## src/rtl/mc_control_fsm.sv

```systemverilog
// Multi-cycle MIPS-style control unit: state register plus combinational decode of
// datapath controls from the current state (and mem_ready in memory-wait states).
module mc_control_fsm #(
  parameter bit MEM_WAIT_EN = 1'b1
) (
  input  logic       clk,
  input  logic       rst_n,
  input  logic [5:0] opcode,
  input  logic       mem_ready,
  output logic       pc_write,
  output logic       pc_write_cond,
  output logic       i_or_d,
  output logic       mem_read,
  output logic       mem_write,
  output logic       ir_write,
  output logic       mem_to_reg,
  output logic       reg_write,
  output logic       reg_dst,
  output logic       alu_src_a,
  output logic [1:0] pc_source,
  output logic [1:0] alu_src_b,
  output logic [1:0] alu_op,
  output logic [3:0] state,
  output logic       illegal_op
);

  localparam int unsigned STATE_W = 4;
  localparam int unsigned OP_W    = 6;

  localparam logic [OP_W-1:0] OP_LW    = 6'b100011;
  localparam logic [OP_W-1:0] OP_SW    = 6'b101011;
  localparam logic [OP_W-1:0] OP_RTYPE = 6'b000000;
  localparam logic [OP_W-1:0] OP_BEQ   = 6'b000100;
  localparam logic [OP_W-1:0] OP_J     = 6'b000010;
  localparam logic [OP_W-1:0] OP_ORI   = 6'b001101;

  typedef enum logic [STATE_W-1:0] {
    S_FETCH  = 4'd0,
    S_DECODE = 4'd1,
    S_MEMADR = 4'd2,
    S_MEMRD  = 4'd3,
    S_MEMWB  = 4'd4,
    S_MEMWR  = 4'd5,
    S_EXEC   = 4'd6,
    S_ALUWB  = 4'd7,
    S_BRANCH = 4'd8,
    S_JUMP   = 4'd9,
    S_ORIEX  = 4'd10,
    S_ORIWB  = 4'd11
  } state_t;

  state_t state_q;
  state_t state_d;
  logic   ready_c;

  // Reset masks mem_ready so FETCH never strobes ir_write/pc_write while held in reset.
  assign ready_c = rst_n & (MEM_WAIT_EN ? mem_ready : 1'b1);
  assign state   = STATE_W'(state_q);

  always_ff @(posedge clk or negedge rst_n) begin
    if (!rst_n) state_q <= S_FETCH;
    else        state_q <= state_d;
  end

  always_comb begin
    state_d       = S_FETCH;
    pc_write      = 1'b0;
    pc_write_cond = 1'b0;
    i_or_d        = 1'b0;
    mem_read      = 1'b0;
    mem_write     = 1'b0;
    ir_write      = 1'b0;
    mem_to_reg    = 1'b0;
    reg_write     = 1'b0;
    reg_dst       = 1'b0;
    alu_src_a     = 1'b0;
    pc_source     = 2'b00;
    alu_src_b     = 2'b00;
    alu_op        = 2'b00;
    illegal_op    = 1'b0;

    case (state_q)
      S_FETCH: begin
        mem_read  = 1'b1;
        alu_src_b = 2'b01;
        ir_write  = ready_c;
        pc_write  = ready_c;
        state_d   = ready_c ? S_DECODE : S_FETCH;
      end
      S_DECODE: begin
        alu_src_b = 2'b11;
        case (opcode)
          OP_LW, OP_SW: state_d = S_MEMADR;
          OP_RTYPE:     state_d = S_EXEC;
          OP_BEQ:       state_d = S_BRANCH;
          OP_J:         state_d = S_JUMP;
          OP_ORI:       state_d = S_ORIEX;
          default: begin
            state_d    = S_FETCH;
            illegal_op = 1'b1;
          end
        endcase
      end
      S_MEMADR: begin
        alu_src_a = 1'b1;
        alu_src_b = 2'b10;
        // Opcode is re-sampled here; anything but LW/SW abandons the access.
        if (opcode == OP_LW)      state_d = S_MEMRD;
        else if (opcode == OP_SW) state_d = S_MEMWR;
        else                      state_d = S_FETCH;
      end
      S_MEMRD: begin
        i_or_d   = 1'b1;
        mem_read = 1'b1;
        state_d  = ready_c ? S_MEMWB : S_MEMRD;
      end
      S_MEMWB: begin
        mem_to_reg = 1'b1;
        reg_write  = 1'b1;
        state_d    = S_FETCH;
      end
      S_MEMWR: begin
        i_or_d    = 1'b1;
        mem_write = 1'b1;
        state_d   = ready_c ? S_FETCH : S_MEMWR;
      end
      S_EXEC: begin
        alu_src_a = 1'b1;
        alu_op    = 2'b10;
        state_d   = S_ALUWB;
      end
      S_ALUWB: begin
        reg_dst   = 1'b1;
        reg_write = 1'b1;
        state_d   = S_FETCH;
      end
      S_BRANCH: begin
        alu_src_a     = 1'b1;
        alu_op        = 2'b01;
        pc_source     = 2'b01;
        pc_write_cond = 1'b1;
        state_d       = S_FETCH;
      end
      S_JUMP: begin
        pc_source = 2'b10;
        pc_write  = 1'b1;
        state_d   = S_FETCH;
      end
      S_ORIEX: begin
        alu_src_a = 1'b1;
        alu_src_b = 2'b10;
        alu_op    = 2'b11;
        state_d   = S_ORIWB;
      end
      S_ORIWB: begin
        reg_write = 1'b1;
        state_d   = S_FETCH;
      end
      default: state_d = S_FETCH;
    endcase
  end

endmodule

```

## config.mk

```make
export PLATFORM = sky130hd
export DESIGN_NAME = mc_control_fsm
export DESIGN_NICKNAME = d
export VERILOG_FILES = /design/src/rtl/mc_control_fsm.sv
export SDC_FILE = /design/constraint.sdc
export NUM_CORES = 1
export LEC_CHECK = 0
export CAP_MARGIN = 15
export CORE_UTILIZATION = 40
export CTS_BUF_LIST = sky130_fd_sc_hd__clkbuf_8 sky130_fd_sc_hd__clkbuf_16
export DETAILED_ROUTE_END_ITERATION = 16
export PLACE_DENSITY = 0.82
export SLEW_MARGIN = 20
export SYNTH_ARGS = -nofsm -noshare
export SYNTH_HDL_FRONTEND = slang
export SYNTH_SLANG_ARGS = --single-unit
export TNS_END_PERCENT = 5
```

## constraint.sdc

```tcl
create_clock -name clk -period 3.3 [get_ports clk]
set_input_delay 0.66 -clock clk [delete_from_list [all_inputs] [get_ports clk]]
set_output_delay 0.66 -clock clk [all_outputs]
set_load 0.01 [all_outputs]
```

==> impl_metrics.tcl, run 1 <==
set metrics [dict create \
    slew_violations 0 \
    fin_worst_skew_ns 0.005244 \
    root_buffer "clkbuf_8" \
    cts_resized 0 \
    antenna_found_initial 0 \
    postCtsHoldBufs 0 \
    dieArea_mm2 0.001542 \
    place_ws_ns 0.1894 \
    clock_latency_ns 0.22 \
    wl_per_cell_um 12.09 \
    die_h_um 39.27 \
    rows 13 \
    drt_iter0_markers 13 \
    period_needed_ns 3.125 \
    synth-edff-count 0 \
    leakage_nw 0.3368 \
    worst-slew-pin-transition_ns 0.5372 \
    hp-start "state[2]$_DFF_PN0_" \
    io_pins 30 \
    initial_utilization 0.4269 \
    clockBufferDepth 2 \
    syn_area_um2 555.5 \
    placed_cell_area_um2 847.1 \
    cts.sinks 4 \
    cellPowerDensity_mw_per_mm2 247.9 \
    hold_viol_final 0 \
    design_area_um2 888.4 \
    worstPathCellList "clkdlybuf4s50_1, and3b_1, o21bai_1, a221oi_1, clkdlybuf4s50_1" \
    rsz0062_at_grt "false" \
    start_kind "input pin" \
    r2r-end "state[0]$_DFF_PN0_" \
    grt_max_degree 20 \
    syn_area_per_cell_um2 7.122 \
    dp_hpwl_um 1124 \
    fin_ws_ns 0.1750 \
    cp_max_fo 6 \
    reg2reg_slack_ns 1.56 \
    largest_register_ff_count 4 \
    numPortBuffers 29 \
    grt_pass1_wl_um 2125 \
    regToRegStartpoint "state[3]$_DFF_PN0_" \
    max_freq_mhz 320.0 \
    wl_um 1475 \
    hp-class "reg -> reg" \
    nets 118 \
    critPathArrivalTime_ns 2.47 \
    peakVddDrop_mv 0.2488 \
    synthFlopType "dfrtp_1" \
    cts_tree "done" \
    crit_end "illegal_op" \
    gp_congestion 0.7380 \
    layout-drive-gt1-share 0.09346 \
    grt-ovfl-total 0 \
    drt-pass1-iter-count 4 \
    viasPerCell 5.615 \
    crit_path_top_delay_cell "clkdlybuf4s50_1" \
    outcome "complete, no violations" \
    die_w_um 39.27 \
    yosys_warnings 0 \
    slowest_delay_ns 0.58 \
    syn_to_final_growth_pct 59.91 \
    grt_pass1_vias 468 \
    r2r_cells 4 \
    ant_nets 0 \
    crit_top_cell "clkdlybuf4s50_1" \
    cts-htree-levels 1 \
    min_period_over_period 0.9470 \
    clk_pin_slew_ns 0.03 \
    slew_headroom 0.6419 \
    ys_ff_latch 4 \
    route.detailed.drc 0 \
    cts_buffers 3 \
    diodes 0 \
    syn-instance-count 78 \
    synth_cell_types 37 \
    cp-startpoint "opcode[1]" \
    crit_required_ns 2.64 \
    post_cts_buffers 0 \
    setup_viol 0 \
    seq_area_frac_synth 0.1802 \
    fin_setup_tns_ns 0 \
    maxCapViolCount 0 \
    critical_path_class "in -> out" \
    core_area_mm2 0.001301 \
    grt_usage 0.2155 \
    ys_async_sr_fraction 1.000 \
    crit_path_end_kind "output pin" \
    num_vias 685 \
    syn_nets 87 \
]
==> layout make-up <==
cell class                      instances  area, um2
Sequential cell                         4      100.1
Clock buffer                            3      41.29
Inverter                                2      7.507
Timing Repair Buffer                   32      312.8
Fill cell                             118      412.9
Tap cell                               15      18.77
Multi-Input combinational cell         66      407.9
==> layout by cell type, fill, tap and decap left out, drive strengths merged, types with 2 or more instances in the layout <==
cell | netlist | layout
clkdlybuf4s50 | 0 | 29
nor2 | 14 | 14
nand2b | 7 | 7
nand2 | 6 | 6
nor3 | 4 | 4
dfrtp | 4 | 4
clkbuf | 1 | 3
buf | 5 | 3
nor2b | 3 | 3
xnor2 | 2 | 2
o21ai | 2 | 2
a32oi | 2 | 2
o211ai | 2 | 2
inv | 2 | 2
a221oi | 2 | 2
o21bai | 2 | 2
and3 | 2 | 2
==> per-layer routing <==
| metal | global-route usage | share of wire |
|---|---|---|
| met3 | 0.05114 | 0.045 |
| met2 | 0.3458 | 0.50 |
| met4 | 0.1293 | 0.022 |
| met5 | 0 | 0 |
| met1 | 0.2569 | 0.43 |
==> critical path: cells and delay by family <==
kind	cells	cell delay (ns)
AND/OR/NAND/NOR	1	0.25
AO/OA/AOI/OAI	2	0.47
buffers and inverters	2	1.08
==> power breakdown <==
part	internal, W	switching [W]
Combinational	0.0000356	0.0000251
Clock	0.0000777	0.0000253
Sequential	0.0000507	0.00000586
==> how the worst min path moves through the flow <==
stage                                     to  slack, ns  depth (start not counted)
after global routing      state[3]$_DFF_PN0_       0.68                          2
after global placement    state[3]$_DFF_PN0_       0.63                          2
after floorplan           state[0]$_DFF_PN0_       0.36                          0
after CTS                 state[3]$_DFF_PN0_       0.64                          2
final                     state[3]$_DFF_PN0_       0.65                          2
after detailed placement  state[3]$_DFF_PN0_       0.63                          2
==> Yosys cell counts (2+ instances only) <==
cell,count,area share
o21ai_0,2,0.018
o211ai_1,2,0.027
buf_4,2,0.027
buf_2,2,0.018
and3_1,2,0.023
dfrtp_1,4,0.18
nor3_1,4,0.036
nor2b_1,2,0.023
xnor2_1,2,0.032
o21bai_1,2,0.027
a32oi_1,2,0.032
inv_1,2,0.014
a221oi_1,2,0.032
nand2_1,6,0.041
nand2b_1,7,0.079
nor2_1,14,0.095
==> per-stage QoR <==
| step | utilization | hold WS (ns) | instances | total power (W) |
|---|---|---|---|---|
| 2_1_floorplan | - | 0.3644 | 78 | 0.00008555 |
| 3_3_place_gp | 0.6510 | 0.6320 | 119 | 0.0001163 |
| 3_5_place_dp | 0.6510 | 0.6349 | 119 | 0.0001177 |
| 4_1_cts | 0.6827 | 0.6449 | 122 | 0.0002228 |
| 5_1_grt | 0.6827 | 0.6756 | 122 | 0.0002333 |
| 6_report | 0.6827 | 0.6457 | 122 | 0.0002202 |
==> cells by family after synthesis <==
logic type             after synthesis  share of synthesized area
AO/OA/AOI/OAI                       15                     0.1982
XOR/XNOR                             3                    0.04731
buffers and inverters                8                    0.08558
flip-flops                           4                     0.1802
AND/OR/NAND/NOR                     48                     0.4888
Power figures use the tool's default switching activity.
==> run 2: changes to the inputs <==
Settings changed: ABC_CLOCK_PERIOD_IN_PS set to 3300.
==> results of run 2 <==
Same layout as run 1: the final DEF is identical, and so are final timing and power.
==> run 3: changes to the inputs <==
Settings changed: CORE_MARGIN set to 3.
==> impl_metrics.tcl, run 3 (synthesized netlist as in run 1, its figures left out) <==
set metrics [dict create \
    outcome "complete, no violations" \
    placed_cells 118 \
    ant_nets 0 \
    worst-slew-pin-transition_ns 0.5166 \
    critical_path_buf_inv_count 2 \
    wl_per_cell_um 12.48 \
    fin_setup_tns_ns 0 \
    dp_hpwl_um 1188 \
    leakage_nw 0.3368 \
    hp-start "state[3]$_DFF_PN0_" \
    slew_violations 0 \
    clk_pin_slew_ns 0.04 \
    core_area_mm2 0.001201 \
    max_freq_mhz 324.7 \
    numPortBuffers 29 \
    postCtsHoldBufs 0 \
    cellPowerDensity_mw_per_mm2 254.8 \
    critPathArrivalTime_ns 2.42 \
    grt-ovfl-total 0 \
    min_period_over_period 0.9334 \
    hold_viol_final 0 \
    initial_utilization 0.4625 \
    root_buffer "clkbuf_8" \
    diodes 0 \
    cts_tree "done" \
    regToRegStartpoint "state[2]$_DFF_PN0_" \
    num_vias 685 \
    viasPerCell 5.661 \
    setup_viol 0 \
    route.detailed.drc 0 \
    crit_required_ns 2.64 \
    cts_buffers 3 \
    critical_path_class "in -> out" \
    final_util 0.7385 \
    layout-drive-gt1-share 0.09346 \
    post_cts_buffers 0 \
    period_needed_ns 3.080 \
    worstPathCellList "clkdlybuf4s50_1, and3b_1, o21bai_1, a221oi_1, clkdlybuf4s50_1" \
    wl_um 1510 \
    rows 12 \
    num-fill-cells 95 \
    clockBufferDepth 2 \
    grt_max_degree 20 \
    placed_cell_area_um2 845.8 \
    power_w 0.0002261 \
    gp_congestion 0.8023 \
    hp-class "reg -> reg" \
    layout_commonest_cell "clkdlybuf4s50_1" \
    grt_usage 0.1711 \
    slowest_delay_ns 0.58 \
    rsz0062_at_grt "false" \
    design_area_um2 887.1 \
    peakVddDrop_mv 0.3026 \
    nets 118 \
    crit_path_top_delay_cell "clkdlybuf4s50_1" \
    dieArea_mm2 0.001872 \
    fin_cells 121 \
    crit_path_end_kind "output pin" \
    maxCapViolCount 0 \
    cp_max_fo 6 \
    cts.sinks 4 \
    largest_register_ff_count 4 \
    mostFrequentLayoutCells "29 x clkdlybuf4s50_1, 14 x nor2_1, 7 x nand2b_1, 6 x nand2_1" \
    syn_to_final_growth_pct 59.68 \
    drt-pass1-iter-count 4 \
    grt_pass1_wl_um 2442 \
    cp_top_family "buffers and inverters" \
    cts_resized 0 \
    grt_pass1_vias 580 \
    clock_latency_ns 0.23 \
    cp-startpoint "opcode[1]" \
    die_w_um 43.27 \
    start_kind "input pin" \
    fin_worst_skew_ns 0.003805 \
    drt_iter0_markers 19 \
    die_h_um 43.27 \
    antenna_found_initial 0 \
    io_pins 30 \
    cts-htree-levels 1 \
    crit_top_cell "clkdlybuf4s50_1" \
    slew_headroom 0.6556 \
]
## run 3: final timing paths
check	end	slack [ns]	cells after the start
max	illegal_op	0.22	5
min	state[2]$_DFF_PN0_	0.69	2
max reg2reg	state[0]$_DFF_PN0_	1.56	4
min reg2reg	state[2]$_DFF_PN0_	0.69	2
max in group asynchronous	state[1]$_DFF_PN0_	2.46	2
min in group asynchronous	state[3]$_DFF_PN0_	0.73	2
## run 3: report_power, final
part           internal (W)  switching (W)  total (W)
clock             0.0000783      0.0000310   0.000109
sequential        0.0000506     0.00000555  0.0000562
combinational     0.0000356      0.0000250  0.0000606
## run 3: routing by layer
| layer | GRT usage | share of wire | up-vias |
|---|---|---|---|
| met1 | 0.2005 | 0.39 | 303 |
| met5 | 0 | 0 | - |
| met3 | 0.02119 | 0.076 | 4 |
| met2 | 0.2832 | 0.51 | 33 |
| met4 | 0.1145 | 0.023 | 0 |
| li1 | - | - | 345 |
## run 3: metrics by stage
step	setup slack, ns	hold WS [ns]
floorplan	1.141	0.3644
global placement	0.2432	0.6812
detailed placement	0.2320	0.6712
CTS	0.2129	0.6817
global route	0.1196	0.7303
finish	0.2198	0.6873
## run 3: cell type report
| class | instances | area [um2] | area share |
|---|---|---|---|
| Multi-Input combinational cell | 66 | 407.9 | 0.4598 |
| Clock buffer | 3 | 41.29 | 0.04654 |
| Timing Repair Buffer | 32 | 312.8 | 0.3526 |
| Tap cell | 14 | 17.52 | 0.01975 |
| Inverter | 2 | 7.507 | 0.008463 |
| Sequential cell | 4 | 100.1 | 0.1128 |
## run 3: worst min-delay path, delay by kind of cell, from the launching register on
| family | cells | cell delay, ns |
|---|---|---|
| buffers and inverters | 1 | 0.18 |
| DFF | 1 | 0.33 |
| AOI/OAI and AO/OA | 1 | 0.12 |
